**config.mk**
```make
export PLATFORM = sky130hd
export DESIGN_NAME = booth_r4_seq_mul
export DESIGN_NICKNAME = d
export VERILOG_FILES = /design/src/rtl/booth_r4_seq_mul.sv
export SDC_FILE = /design/constraint.sdc
export NUM_CORES = 1
export LEC_CHECK = 0
export BUFFER_PORTS_ARGS = -buffer_cell sky130_fd_sc_hd__buf_2
export CAP_MARGIN = 20
export CORE_UTILIZATION = 40
export DETAILED_ROUTE_END_ITERATION = 12
export GPL_ROUTABILITY_DRIVEN = 0
export PLACE_DENSITY = 0.62
export RECOVER_POWER = 50
export SETUP_SLACK_MARGIN = 0.05
export SYNTH_ARGS = -nofsm -noshare
export SYNTH_HDL_FRONTEND = slang
export SYNTH_SLANG_ARGS = --single-unit
```
**constraint.sdc**
```tcl
create_clock -name clk -period 4 [get_ports clk]
set_clock_uncertainty 0.15 [all_clocks]
set_input_delay 0.2 -clock clk [delete_from_list [all_inputs] [get_ports clk]]
set_output_delay 0.2 -clock clk [all_outputs]
set_load 0.02 [all_outputs]
```
**src/rtl/booth_r4_seq_mul.sv**
```systemverilog
// Sequential radix-4 (modified Booth) multiplier, WIDTH/2+1 steps per product, start/busy/done handshake.
// Optional macro BOOTH_MAC_EN adds acc_en: the finished product is added into result instead of replacing it.
module booth_r4_seq_mul #(
    parameter int WIDTH = 8
) (
    input  logic                 clk,
    input  logic                 rst,
    input  logic                 start,
    input  logic [WIDTH-1:0]     x,
    input  logic [WIDTH-1:0]     multiplier,
    input  logic                 signed_mode,
`ifdef BOOTH_MAC_EN
    input  logic                 acc_en,
`endif
    output logic                 busy,
    output logic                 done,
    output logic [2*WIDTH-1:0]   result
);

    localparam int AW = 2*WIDTH + 4;
    localparam int MW = WIDTH + 2;
    localparam int N  = WIDTH/2 + 1;
    localparam int CW = $clog2(N + 1);

    generate
        if ((WIDTH % 2) != 0 || WIDTH < 4) begin : g_bad_width
            $error("booth_r4_seq_mul: WIDTH must be even and >= 4");
        end
    endgenerate

    typedef enum logic [1:0] {IDLE, CALC, FINISH} state_t;

    state_t                state, state_nxt;
    logic signed [AW-1:0]  acc;
    logic signed [AW-1:0]  mcand;
    logic [MW-1:0]         mplr;
    logic                  mprev;
    logic [CW-1:0]         cnt;
    logic                  accept;
    logic                  last;
    logic [2*WIDTH-1:0]    prod;
`ifdef BOOTH_MAC_EN
    logic                  mac_q;
`endif

    // Booth-4 digit selection; the caller supplies the multiplicand already scaled by 4^i
    function automatic logic signed [AW-1:0] booth_pp(input logic [2:0] trip,
                                                      input logic signed [AW-1:0] m);
        case (trip)
            3'b001, 3'b010: booth_pp = m;
            3'b011:         booth_pp = m <<< 1;
            3'b100:         booth_pp = -(m <<< 1);
            3'b101, 3'b110: booth_pp = -m;
            default:        booth_pp = '0;
        endcase
    endfunction

    assign accept = start && (state != CALC);
    assign last   = (state == CALC) && (cnt == '0);
    assign prod   = acc[2*WIDTH-1:0];
    assign busy   = (state == CALC);
    assign done   = (state == FINISH);

    always_ff @(posedge clk or posedge rst) begin
        if (rst) state <= IDLE;
        else     state <= state_nxt;
    end

    always_comb begin
        state_nxt = state;
        case (state)
            IDLE:    if (start) state_nxt = CALC;
            CALC:    if (cnt == '0) state_nxt = FINISH;
            FINISH:  state_nxt = start ? CALC : IDLE;
            default: state_nxt = IDLE;
        endcase
    end

    // Multiplicand shifts left by two and multiplier right by two each step, so the
    // current triplet is always {mplr[1:0], mprev}; the cnt==0 cycle only hands off to FINISH.
    always_ff @(posedge clk or posedge rst) begin
        if (rst) begin
            acc   <= '0;
            mcand <= '0;
            mplr  <= '0;
            mprev <= 1'b0;
            cnt   <= '0;
`ifdef BOOTH_MAC_EN
            mac_q <= 1'b0;
`endif
        end else if (accept) begin
            acc   <= '0;
            mcand <= signed_mode ? {{(AW-WIDTH){x[WIDTH-1]}}, x} : {{(AW-WIDTH){1'b0}}, x};
            mplr  <= signed_mode ? {{2{multiplier[WIDTH-1]}}, multiplier} : {2'b00, multiplier};
            mprev <= 1'b0;
            cnt   <= CW'(N);
`ifdef BOOTH_MAC_EN
            mac_q <= acc_en;
`endif
        end else if (state == CALC && cnt != '0) begin
            acc   <= acc + booth_pp({mplr[1:0], mprev}, mcand);
            mcand <= mcand <<< 2;
            mprev <= mplr[1];
            mplr  <= mplr >> 2;
            cnt   <= cnt - 1'b1;
        end
    end

    always_ff @(posedge clk or posedge rst) begin
        if (rst) begin
            result <= '0;
        end else if (last) begin
`ifdef BOOTH_MAC_EN
            result <= mac_q ? result + prod : prod;
`else
            result <= prod;
`endif
        end
    end

endmodule

```
* Word level (Yosys, flattened, before mapping)
Cells that the tools add are included.
** Storage, ports and cells
- Memories kept :: 0
- Latch bits :: 0
- Logic and storage cells :: 51
- Output and inout port bits :: 18
- ROM bits :: 0
- Bits in registers :: 72
- Bits in writable memories :: 0
** Operators by class
- Equal/unequal tests :: 11
- $lt $le $gt $ge :: 0
- Div/mod/pow operators :: 0
- Bitwise logic cells :: 0
- $mul :: 0
- Mux-type cells :: 19
- Shift operators :: 0
- Reduce and logical (&&, ||, !) cells :: 10
- Add/sub/neg operators :: 4
** Operators with widths (number)
- two-way mux 20 bit :: 7
- one-hot mux 20 bit (4 select lines) :: 1
- negation 20 bit :: 2
- two-way mux 10 bit :: 3
- adder 20 bit :: 1
- == test 3 bit (second input constant) :: 3
- == test 3 x 2 -> 1 bit (second input constant) :: 2
- two-way mux 3 bit :: 2
- one-hot mux 2 bit (3 select lines) :: 1
- two-way mux 2 bit :: 2
- != test 2 x 1 -> 1 bit (second input constant) :: 2
- OR reduction 2 bit :: 2
- == test 3 x 1 -> 1 bit (second input constant) :: 1
- logical AND 1 bit :: 3
- logical NOT 3 bit :: 1
- two-way mux 1 bit :: 3
- nonzero test 3 bit :: 1
- subtractor 3 x 1 -> 3 bit (second input constant) :: 1
- == test 2 x 1 -> 1 bit (second input constant) :: 1
- == test 2 bit (second input constant) :: 1
- logical NOT 2 bit :: 1
- != test 2 bit (second input constant) :: 1
- AND reduction 2 bit :: 1
- nonzero test 2 bit :: 1

* Logic depth before layout (Yosys ltp)
Gate-level depths: netlist of run 1.
- Depth after elaboration :: 8
- Gate-level depth with buffers :: 17
- Depth with buffers taken out :: 17

* Worst setup path before layout of run 1
Ideal clock, no wire load.
- Kind :: register to register
- Start :: reg mcand[5]
- End :: reg acc[15]
- Path buffers :: 2
- Arrival time :: 3.688 ns
- Data required time :: 3.770 ns
- Clock period less this slack :: 3.918 ns
- Slack :: 0.082 ns
- Cell stages (with the launch flop) :: 17
- Cell sequence :: dfrtp_1 -> buf_6 -> or4_4 -> buf_6 -> or3_4 -> nand2_1 -> xnor2_1 -> a221oi_1 -> a31oi_1 -> ha_1 -> and3_1 -> and2_1 -> a31oi_1 -> o31ai_1 -> and3_1 -> or4_4 -> o211ai_2
** On the way
- Longest elaborated chain between the ends :: 7
- Elaborated cells between the ends (all ways) :: 8
** Ends and longest elaborated chain
- start, declared :: RTL line 35 : logic signed [AW-1:0] mcand;
- start signal, assigned :: RTL line 93 : mcand <= signed_mode ? {{(AW-WIDTH){x[WIDTH-1]}}, x} : {{(AW-WIDTH){1'b0}}, x};
- start signal, assigned :: RTL line 102 : mcand <= mcand <<< 2;
- negation 20 bit (on tied branches) :: RTL line 53, 52
- one-hot mux 20 bit (4 select lines) * :: RTL line 49 : case (trip)
- two-way mux 20 bit * :: RTL line 100 : end else if (state == CALC && cnt != '0) begin
- two-way mux 20 bit * :: RTL line 91 : end else if (accept) begin
- adder 20 bit * :: RTL line 101 : acc <= acc + booth_pp({mplr[1:0], mprev}, mcand);
- two-way mux 20 bit * :: RTL line 100
- two-way mux 20 bit * :: RTL line 91
- end signal, assigned :: RTL line 101
- end, declared :: RTL line 34 : logic signed [AW-1:0] acc;
Mark *: on every way between the ends. The rest lies on a longest branch, timed or not. The select of a mux whose other input is x is not followed.
A chain may end at the register's enable or synchronous reset.

* Worst setup path in the final report of run 1
- Start :: reg mcand[1]
- End :: reg acc[15]
Same word-level chain as after synthesis.

==> reports/qor.csv, run 1 <==
stage;metric;value;unit
outcome;outcome;complete, no violations;
synthesis;synth_xor_area_frac;0.0566;
synthesis;synth_edf_count;0;
floorplanning;die_w;104;um
grt;grt_use_met1;0.276;
synthesis;synth_top_family_by_area;compound AO/OA/AOI/OAI gates;
min_path;hold_class;reg2reg;
synthesis;synthDistinctLibCells;53;
timing;finalHoldViolations;0;
synthesis;yosys-top-cells-area;dfrtp_1 38%, nand2_1 8.0%, mux2_2 5.7%, ha_1 5.4%, o21ai_0 4.3%;
timing;setup_viol;0;
setup_path;crit_path_start_kind;flip-flop;
grt;grt_first_pass_wirelength;18400;um
synthesis;syn_nets;527;
timing;rsz0062_at_grt;true;
drt;post-route-drc-count;0;
timing;setup_tns;0;ps
drt;drt_iter0_markers;177;
clock_network;cts_tree;yes;
synthesis;yosys.area_share.simple;0.184;
floorplanning;die_h;104;um
final_layout;final_nets;613;
grt;antenna_found_initial;0;
synthesis;synth-compound-area-share;0.207;
clock_network;numCtsBuffers;9;
place;port-buffer-count;37;
clock_network;cts.path.max_buffers;2;
final_layout;stdcell_count;712;
run;maxCapViolations;0;
grt;grt-ovfl-total;0;
drt;drt-pass1-iter-count;7;
synthesis;postSynthCellCount;488;
synthesis;synth-async-reset-ratio;1.00;
grt;grtUsageMet3;0.0382;
drt;routed_via_density;5.49;
setup_path;cp-end-kind;flip-flop;
synthesis;synth_adder_area_share;0.0587;
final_layout;layout-drive-gt1-share;0.240;
final_layout;diodes;0;
clock_network;cts-root-buf;clkbuf_8;
grt;gr-usage-met2;0.347;
drt;antenna_left;0;
floorplanning;die_area;10900;sq um
timing;max_freq;259;MHz
clock_network;cts.sinks;63;
drt;vias;3912;
drt;wl_per_cell;15.5;um
final_layout;area_growth;25.6;%
timing;drv_slew;0;
grt;grt_util_all_layers;0.213;
synthesis;synth.largest_area_cell;dfrtp_1;
floorplanning;ios;38;
place;dpl.hpwl;7650;um
floorplanning;core_area;9950;sq um
timing;hold_slack;343;ps
clock_network;clock_latency;350;ps
grt;grt_max_degree;40;
floorplanning;placementRows;36;
setup_path;crit_type;reg2reg;
synthesis;ys.warnings.count;0;
setup_path;crit_required;4130;ps
synthesis;syn_avg_cell_area;8.56;sq um
synthesis;synth-seq-area-share;0.377;
floorplanning;initial_core_util;0.420;
synthesis;syn_area;4180;sq um
timing;period_share;0.964;
setup_path;worstPathArrival;3980;ps
synthesis;ys_ff_latch;63;
grt;grt_pass1_vias;3818;
timing;tightest_slew;1130;ps
clock_network;htreeDepth;3;
setup_path;path_max_fanout;5;
synthesis;synth_flop_cell;dfrtp_1;
place;dp_cells;671;
drt;wl;11100;um
timing;min_period;3850;ps
synthesis;synth_top_area_share;0.377;
final_layout;n_fill_cell;920;
timing;slew_headroom;0.248;
grt;grt.busiest_layer;met2;
synthesis;muxShareOfSynthArea;0.0638;
clock_network;clkTransAtPathRegs;80;ps
kinds of logic after synthesis:
| family | Yosys count |
|---|---|
| AND/OR/NAND/NOR | 170 |
| AO/OA/AOI/OAI | 134 |
| flip-flops | 63 |
| buffers and inverters | 51 |
| XOR/XNOR | 27 |
| multiplexers | 24 |
| adder cells (fa/ha/maj) | 19 |
cell usage after synthesis, types with 2 or more instances:
library cell  number
o211ai_1           3
clkbuf_1          23
nand2b_1           8
ha_1              18
a31o_2             2
nor4_1             2
nand3_1            4
o21a_1             2
nor4b_1            2
nor2b_1            3
dfrtp_1           63
a221o_1            3
and3_1             3
buf_6              3
mux2i_1            3
mux2_2            21
and2_1             3
a22o_1             3
nand2_1           89
inv_1             18
or4_4              2
nor3_1             6
a21o_1             2
o31ai_1            4
a221oi_1           7
a22oi_1           16
buf_1              3
a211oi_1           5
xnor2_1           17
buf_2              3
a31oi_1           11
or3_1              2
or4_1              2
o21ai_0           36
xor2_1            10
nor2_1            38
a21oi_1           32
per-stage QoR:
stage                     cell area (sq um)  utilization  worst slack, ps
after floorplan                        4180            -             82.2
after global placement                 4730        0.475             34.4
after detailed placement               4730        0.475            -10.1
after CTS                              5100        0.512             18.1
after global routing                   5250        0.527            -37.8
final                                  5250        0.527              145
sequential cells by signal, summed over array words and instances, names as in the netlist:
name / flops
acc: 16
cnt: 3
mcand: 16
mplr: 9
mprev: 1
result: 16
state: 2
path summary, 6_finish.rpt:
kind / from / endpoint / slack (ps) / cells after the start
max in group asynchronous: rst / mcand[7] / 1740 / 4
max reg2reg: mcand[1] / acc[15] / 150 / 16
max: mcand[1] / acc[15] / 150 / 16
min: mplr[8] / mplr[8] / 340 / 1
min in group asynchronous: rst / result[1] / 420 / 3
min reg2reg: mplr[8] / mplr[8] / 340 / 1
critical path, stage by stage (launching register included):
cell      delay [ps]
dfrtp_1          400
or4_4            600
buf_4            180
nor4_4           260
xnor2_1          180
nand2_1          100
a21oi_1          170
a311oi_1          60
a21oi_1          190
ha_1             300
nand2_2           90
nor2_1            50
a211oi_2         180
o31ai_2          110
and3_1           210
or4_4            480
o211ai_2          90
metal layers:
metal / share of wire / routed length, um / up-vias
li1: - / - / 1900
met1: 0.45 / 5030 / 1878
met2: 0.48 / 5280 / 102
met3: 0.036 / 393 / 32
met4: 0.032 / 357 / 0
met5: 0 / 0 / -
timing repair:
| action | 4_1_cts | 5_1_grt |
|---|---|---|
| setup endpoints to repair | 2 | 4 |
| buffers inserted | 0 | 6 |
| resized for setup | 4 | 27 |
| endpoints found under the hold margin | 42 | 0 |
| pin swaps | 0 | 16 |
| hold buffers | 19 | 0 |
placed cells by master (no fill, tap or decap), types with 3 or more instances in the layout:
cell type	instances
nand2_1	87
nor3_1	5
clkbuf_8	9
nand2b_1	8
xnor2_1	15
a21oi_2	3
nor2b_1	3
mux2i_1	3
o31ai_1	3
or4_4	3
o21ai_0	34
nor4_4	3
xor2_1	10
dfrtp_1	63
a221o_1	3
a21oi_1	29
a22o_1	3
clkbuf_1	21
nor2_2	4
inv_1	18
mux2_2	21
nor2_1	34
ha_1	18
a31oi_1	10
nand3_1	4
buf_2	19
a221oi_1	5
a22oi_1	16
dlygate4sd3_1	19
buf_4	49
a211oi_1	4
o211ai_1	3
area by class of cell:
type / count / area, sq um / area share
multi-input cells: 374 / 2540 / 0.484
flip-flops and latches: 63 / 1580 / 0.300
repair buffers: 107 / 729 / 0.139
well taps: 133 / 166 / 0.0317
clock buffers: 11 / 131 / 0.0250
inverters: 19 / 71.3 / 0.0136
clock inverters: 5 / 33.8 / 0.00644
Power of run 1 is left out: the tool's default activity adds up to more than one toggle a clock period on the data nets, which glitch-free logic cannot reach.
==> inputs of run 2 (changes only) <==
- CORE_UTILIZATION: 40 -> 30
- PLACE_DENSITY: 0.62 -> 0.5
==> run 2 against run 1 <==
Hold slack got worse by 5.1 ps. Die area grew 33%. Sequential share of layout area decreased by 1.8 points. Register-to-register slack about the same. The flow now finishes with violations (capacitance limit, slew limit). Largest cell class unchanged. First-iteration DRC count fell by 5.6%. Via count down 2.1%. Non-clock buffer count grew 3. Critical path depth decreased by 3. Global-route usage shrank 4.8 points. Sequential cell count is the same. Setup slack gained 11 ps.
==> reports/qor.csv, run 2 (synthesized netlist as in run 1, its figures left out) <==
stage;metric;value;unit;change
drt;top_layer;met4;;
floorplanning;ios;38;;unchanged
grt;grt_first_pass_wirelength;18700;um;+1.6%
timing;slew_headroom;-0.0883;;-0.336
min_path;hold_end;mplr[8];;
outcome;violations;capacitance limit, slew limit;;
drt;vias;3828;;-2.1%
run;maxCapViolations;1;;+1
setup_path;timing.rr.end;acc[14];;
place;pre_cts_ws;-120;ps;-110 ps
floorplanning;core_area;13400;sq um;+35%
timing;min_period;3840;ps;-11.3 ps
timing;drv_slew;43;;+43
drt;dr_wl_met3;383;um;-2.5%
setup_path;cp_slowest_cell;or4_4;;
final_layout;most-common-layout-cells;86 x nand2_1, 63 x dfrtp_1, 50 x buf_4;;
place;dpl.hpwl;7990;um;+4.4%
clock_network;cts.sinks;63;;unchanged
setup_path;path_cells;or4_4 > or3_4 > buf_4 > xor2_1 > a21oi_1 > o31ai_1 > ha_1 > and2_1 > a221o_1 > a31o_4 > a21oi_4 > nor4b_1 > a211o_1;;
grt;grt-ovfl-total;0;;unchanged
clock_network;cts.path.max_buffers;2;;unchanged
setup_path;rr_startpoint;mcand[1];;
setup_path;max_stage_delay;600;ps;about the same
grt;grt_util_all_layers;0.166;;-0.0477
timing;fin_ws;156;ps;+11.3 ps
timing;period_share;0.961;;-0.00283
drt;drt_iter0_markers;167;;-5.6%
clock_network;cts-root-buf;clkbuf_16;;
final_layout;layout_commonest_cell;nand2_1;;
clock_network;htreeDepth;3;;unchanged
min_path;holdPathStages;1;;unchanged
timing;max_freq;260;MHz;+0.29%
final_layout;largestRegisters;acc x16, mcand x16, result x16;;
min_path;min-delay-start;mplr[8];;
drt;wl;11300;um;+2.5%
final_layout;n_fill_cell;1346;;+46%
timing;setup_viol;0;;unchanged
setup_path;crit_required;4070;ps;-60 ps
timing;tightest_slew;1630;ps;+502 ps
grt;grt_pass1_vias;3755;;-1.7%
setup_path;r2r_setup_slack;160;ps;about the same
setup_path;crit_path_start_kind;flip-flop;;
floorplanning;placementRows;42;;+17%
final_layout;diodes;0;;unchanged
setup_path;path_max_fanout;6;;+1
min_path;hold_class;reg2reg;;
place;port-buffer-count;37;;unchanged
final_layout;layout-drive-gt1-share;0.254;;+0.0142
clock_network;clkTransAtPathRegs;60;ps;-20 ps
clock_network;numCtsBuffers;9;;unchanged
timing;rsz0062_at_grt;true;;
clock_network;clock_latency;330;ps;-20 ps
floorplanning;die_w;120;um;+15%
floorplanning;die_area;14400;sq um;+33%
grt;antenna_found_initial;0;;unchanged
drt;wl_per_cell;15.0;um;-3.7%
floorplanning;die_h;120;um;+15%
outcome;outcome;finished with violations;;
final_layout;area_growth;33.5;%;
drt;wl_met1;5220;um;+3.9%
setup_path;crit_type;reg2reg;;
setup_path;ff2ff_path_depth;13;;-3
setup_path;cp-end-kind;flip-flop;;
grt;grt_max_degree;43;;+7.5%
timing;finalHoldViolations;0;;unchanged
setup_path;worstPathArrival;3910;ps;-70 ps
clock_network;cts_tree;yes;;
final_layout;final_nets;616;;+0.49%
drt;antenna_left;0;;unchanged
drt;post-route-drc-count;0;;unchanged
drt;drt-pass1-iter-count;4;;-3
floorplanning;initial_core_util;0.312;;-0.108
drt;routed_via_density;5.05;;-8.1%
drt;wl_met2;5540;um;+5.0%
==> run 2: what timing repair did <==
action,CTS,global route
setup buffers,0,6
hold buffers,19,0
pin swaps,1,25
setup endpoints to repair,2,3
hold endpoints to repair,59,0
resized for setup,5,39
cloned,0,0
==> run 2: critical path, delay by kind of cell (launching register included) <==
family                     cells  cell delay [ps]
AOI/OAI and AO/OA              6             1200
DFF                            1              400
and+or+nand+nor                4             1310
xor gates and xnor gates       1              140
adders and majority gates      1              370
buffers and inverters          1              160
==> run 2: area by class of cell <==
type,instances,area [sq um],area share
tap,176,220,0.0395
sequential,63,1580,0.283
inverter,19,71.3,0.0128
clock buffer,13,250,0.0449
timing repair buffer,110,759,0.136
multi-input combinational,374,2610,0.468
clock inverter,3,90.1,0.0161
==> run 2: per-stage QoR <==
stage | utilization | hold slack (ps) | cells | instance area, sq um | setup TNS (ps)
after detailed placement | 0.359 | 261 | 717 | 4820 | -216
final | 0.416 | 338 | 758 | 5580 | 0
after CTS | 0.401 | 342 | 752 | 5370 | 0
after global placement | 0.359 | 257 | 717 | 4820 | -205
after floorplan | - | 167 | 488 | 4180 | 0
after global routing | 0.416 | 371 | 758 | 5580 | 0
==> run 2: metal layers <==
metal	vias to the layer above	track usage
li1	1908	-
met1	1850	0.216
met2	59	0.269
met3	11	0.0318
met4	0	0.0617
met5	-	0
==> run 2: worst max path at each step <==
stage | cells after the start | slack, ps | start | to
6_report | 13 | 160 | mcand[1] | acc[14]
5_1_grt | 14 | 4 | mcand[2] | acc[14]
3_3_place_gp | 14 | -110 | mcand[0] | acc[14]
2_1_floorplan | 16 | 80 | mcand[5] | acc[15]
4_1_cts | 14 | 30 | mcand[0] | acc[15]
3_5_place_dp | 14 | -120 | mcand[0] | acc[14]
Power of run 2 is left out for the same reason.
==> inputs of run 3 (changes only) <==
- ABC_AREA: unset -> 1
- HOLD_SLACK_MARGIN: unset -> 0.1
==> run 3 against run 2 <==
The run still ends with capacitance limit, slew limit left. Critical path depth down 9. Die area down 4.8%. Area after synthesis down 4.9%. Global-route usage down 0.27 points. Core utilization down 4.4 points. Design area down 15%. Via count down 6.8%. Largest cell class unchanged.
==> reports/qor.csv, run 3 <==
stage;metric;value;unit;change
synthesis;synth-seq-area-share;0.397;;+0.0192
synthesis;ys_ff_latch;63;;unchanged
setup_path;path_cells;dlygate4sd3_1 > buf_2 > inv_1 > clkbuf_1;;
drt;drt-pass1-iter-count;4;;unchanged
synthesis;ys.warnings.count;0;;unchanged
floorplanning;core_area;12800;sq um;-4.7%
synthesis;synth_commonest_cells;131 x nand2_1, 63 x dfrtp_1, 62 x inv_1;;
grt;grt_max_degree;35;;-19%
synthesis;postSynthCellCount;514;;+5.3%
setup_path;critPathLaunch;rst;;
synthesis;synth.largest_area_cell;dfrtp_1;;
setup_path;crit_required;3930;ps;-140 ps
synthesis;synth-compound-area-share;0.187;;-0.0200
setup_path;timing.rr.end;acc[13];;
final_layout;largestRegisters;acc x16, mcand x16, result x16;;
drt;post-route-drc-count;0;;unchanged
timing;tightest_slew;1860;ps;+227 ps
clock_network;cts_tree;yes;;
timing;drv_slew;35;;-19%
floorplanning;placementRows;41;;-2.4%
place;pre_cts_ws;864;ps;+984 ps
grt;grt-ovfl-total;0;;unchanged
final_layout;diodes;0;;unchanged
final_layout;layout-drive-gt1-share;0.101;;-0.153
place;dpl.hpwl;7440;um;-6.8%
clock_network;cts.sinks;63;;unchanged
grt;grt_util_all_layers;0.163;;-0.00272
synthesis;synth_adder_area_share;0.0617;;+0.00299
setup_path;r2r_setup_slack;870;ps;+710 ps
synthesis;synthMostInstantiatedCell;nand2_1;;
grt;antenna_found_initial;0;;unchanged
drt;wl;10100;um;-11%
timing;min_period;3150;ps;-690 ps
clock_network;numCtsBuffers;9;;unchanged
drt;routed_via_density;4.78;;-5.3%
timing;setup_tns;0;ps;unchanged
final_layout;layout_commonest_cell;nand2_1;;
timing;fin_ws;846;ps;+690 ps
synthesis;synth-async-reset-ratio;1.00;;unchanged
clock_network;clkTransAtPathRegs;50;ps;about the same
synthesis;synthDistinctLibCells;41;;-23%
synthesis;synth_edf_count;0;;unchanged
synthesis;synth_top_family_by_area;simple AND/OR/NAND/NOR gates;;
timing;slew_headroom;-0.238;;-0.150
outcome;outcome;finished with violations;;
floorplanning;ios;38;;unchanged
timing;setup_viol;0;;unchanged
setup_path;rr_startpoint;mcand[0];;
setup_path;ff2ff_path_depth;18;;+5
min_path;hold_end;mcand[9];;
clock_network;cts-root-buf;clkbuf_16;;
drt;drt_iter0_markers;256;;+53%
drt;antenna_left;0;;unchanged
timing;rsz0062_at_grt;false;;
timing;max_freq;317;MHz;+22%
outcome;violations;capacitance limit, slew limit;;
setup_path;path_max_fanout;34;;+28
setup_path;worstPathArrival;3080;ps;-830 ps
synthesis;yosys-top-cells-area;dfrtp_1 40%, nand2_1 12%, inv_1 5.9%, ha_1 5.7%, o21ai_0 4.4%;;
floorplanning;die_w;117;um;-2.4%
min_path;hold_class;in2reg;;
clock_network;post_cts.resized_instances;0;;-5
min_path;holdPathStages;3;;+2
setup_path;crit_type;in2async;;
clock_network;cts.path.max_buffers;2;;unchanged
synthesis;syn_nets;553;;+4.9%
floorplanning;initial_core_util;0.311;;-0.000569
floorplanning;die_area;13700;sq um;-4.8%
synthesis;synth_top_area_share;0.397;;+0.0192
timing;finalHoldViolations;0;;unchanged
place;port-buffer-count;37;;unchanged
run;maxCapViolations;1;;unchanged
min_path;min-delay-start;signed_mode;;
final_layout;final_nets;611;;-0.81%
drt;wl_per_cell;13.6;um;-9.1%
synthesis;syn_avg_cell_area;7.73;sq um;-9.7%
setup_path;crit_path_start_kind;input pin;;
synthesis;syn_area;3980;sq um;-4.9%
final_layout;area_growth;19.6;%;
synthesis;synth_xor_area_frac;0.0242;;-0.0324
floorplanning;die_h;117;um;-2.4%
grt;grt_pass1_vias;3442;;-8.3%
synthesis;muxShareOfSynthArea;0;;-0.0638
setup_path;max_stage_delay;1410;ps;+810 ps
final_layout;most-common-layout-cells;132 x nand2_1, 63 x inv_1, 63 x dfrtp_1;;
timing;period_share;0.788;;-0.172
setup_path;cp_slowest_cell;clkbuf_1;;
grt;grt_first_pass_wirelength;17000;um;-9.1%
clock_network;clock_latency;330;ps;about the same
setup_path;cp-end-kind;async pin;;
drt;vias;3569;;-6.8%
synthesis;yosys.area_share.simple;0.242;;+0.0573
clock_network;htreeDepth;3;;unchanged
synthesis;synth_flop_cell;dfrtp_1;;
run 3: changes by cell type in the layout (fill, tap and decap cells not counted), moves of 6 or more:
cell / change
inv_1: +47
nand3_1: +19
o22ai_1: +11
a21oi_1: -7
o2111ai_1: +8
nand2b_1: -8
o221ai_1: +13
buf_4: -46
nand2_1: +46
inv_2: +6
o21ai_1: +7
xnor2_1: -11
mux2_2: -21
a22oi_1: -14
run 3: repair_timing:
item                                   CTS  global route
setup endpoints to repair                0             0
endpoints found under the hold margin   47             0
setup buffers                            0             0
hold buffers                            19             0
run 3: cell families after synthesis:
family,Yosys count
AOI/OAI and AO/OA,120
and+or+nand+nor,215
xor gates and xnor gates,11
adders and majority gates,19
DFF,63
buffers and inverters,86
run 3: layout make-up:
class                   instances  area (sq um)
inverters                      72           270
fillers                      1319          8020
clock buffers                  12           267
multi-input cells             365          2040
flip-flops and latches         63          1580
repair buffers                 61           387
well taps                     172           215
clock inverters                 1          5.00
run 3: critical path, delay by kind of cell:
family | cells | cell delay, ps
buffers and inverters | 4 | 2880
run 3: layer usage:
| layer | wire (um) | vias up | GRT usage |
|---|---|---|---|
| met3 | 232 | 14 | 0.0263 |
| li1 | - | 1849 | - |
| met1 | 5200 | 1655 | 0.218 |
| met2 | 4570 | 51 | 0.257 |
| met5 | 0 | - | 0 |
| met4 | 144 | 0 | 0.0776 |
run 3: how the worst max path moves through the flow:
stage                          end  slack, ps  cells after the start
after floorplan            acc[13]       1330                     18
after global placement     acc[13]        910                     18
after detailed placement   acc[13]        860                     18
after CTS                  acc[13]        840                     18
after global routing      mcand[7]        240                      4
final                      mplr[6]        850                      4
run 3: through the flow:
step	std cells	area, sq um	utilization	hold WS, ps
after floorplan	514	3980	-	171
after global placement	714	4330	0.339	183
after detailed placement	714	4330	0.339	182
after CTS	746	4790	0.375	287
after global routing	746	4760	0.372	304
final	746	4760	0.372	303
Power of run 3 is left out for the same reason.
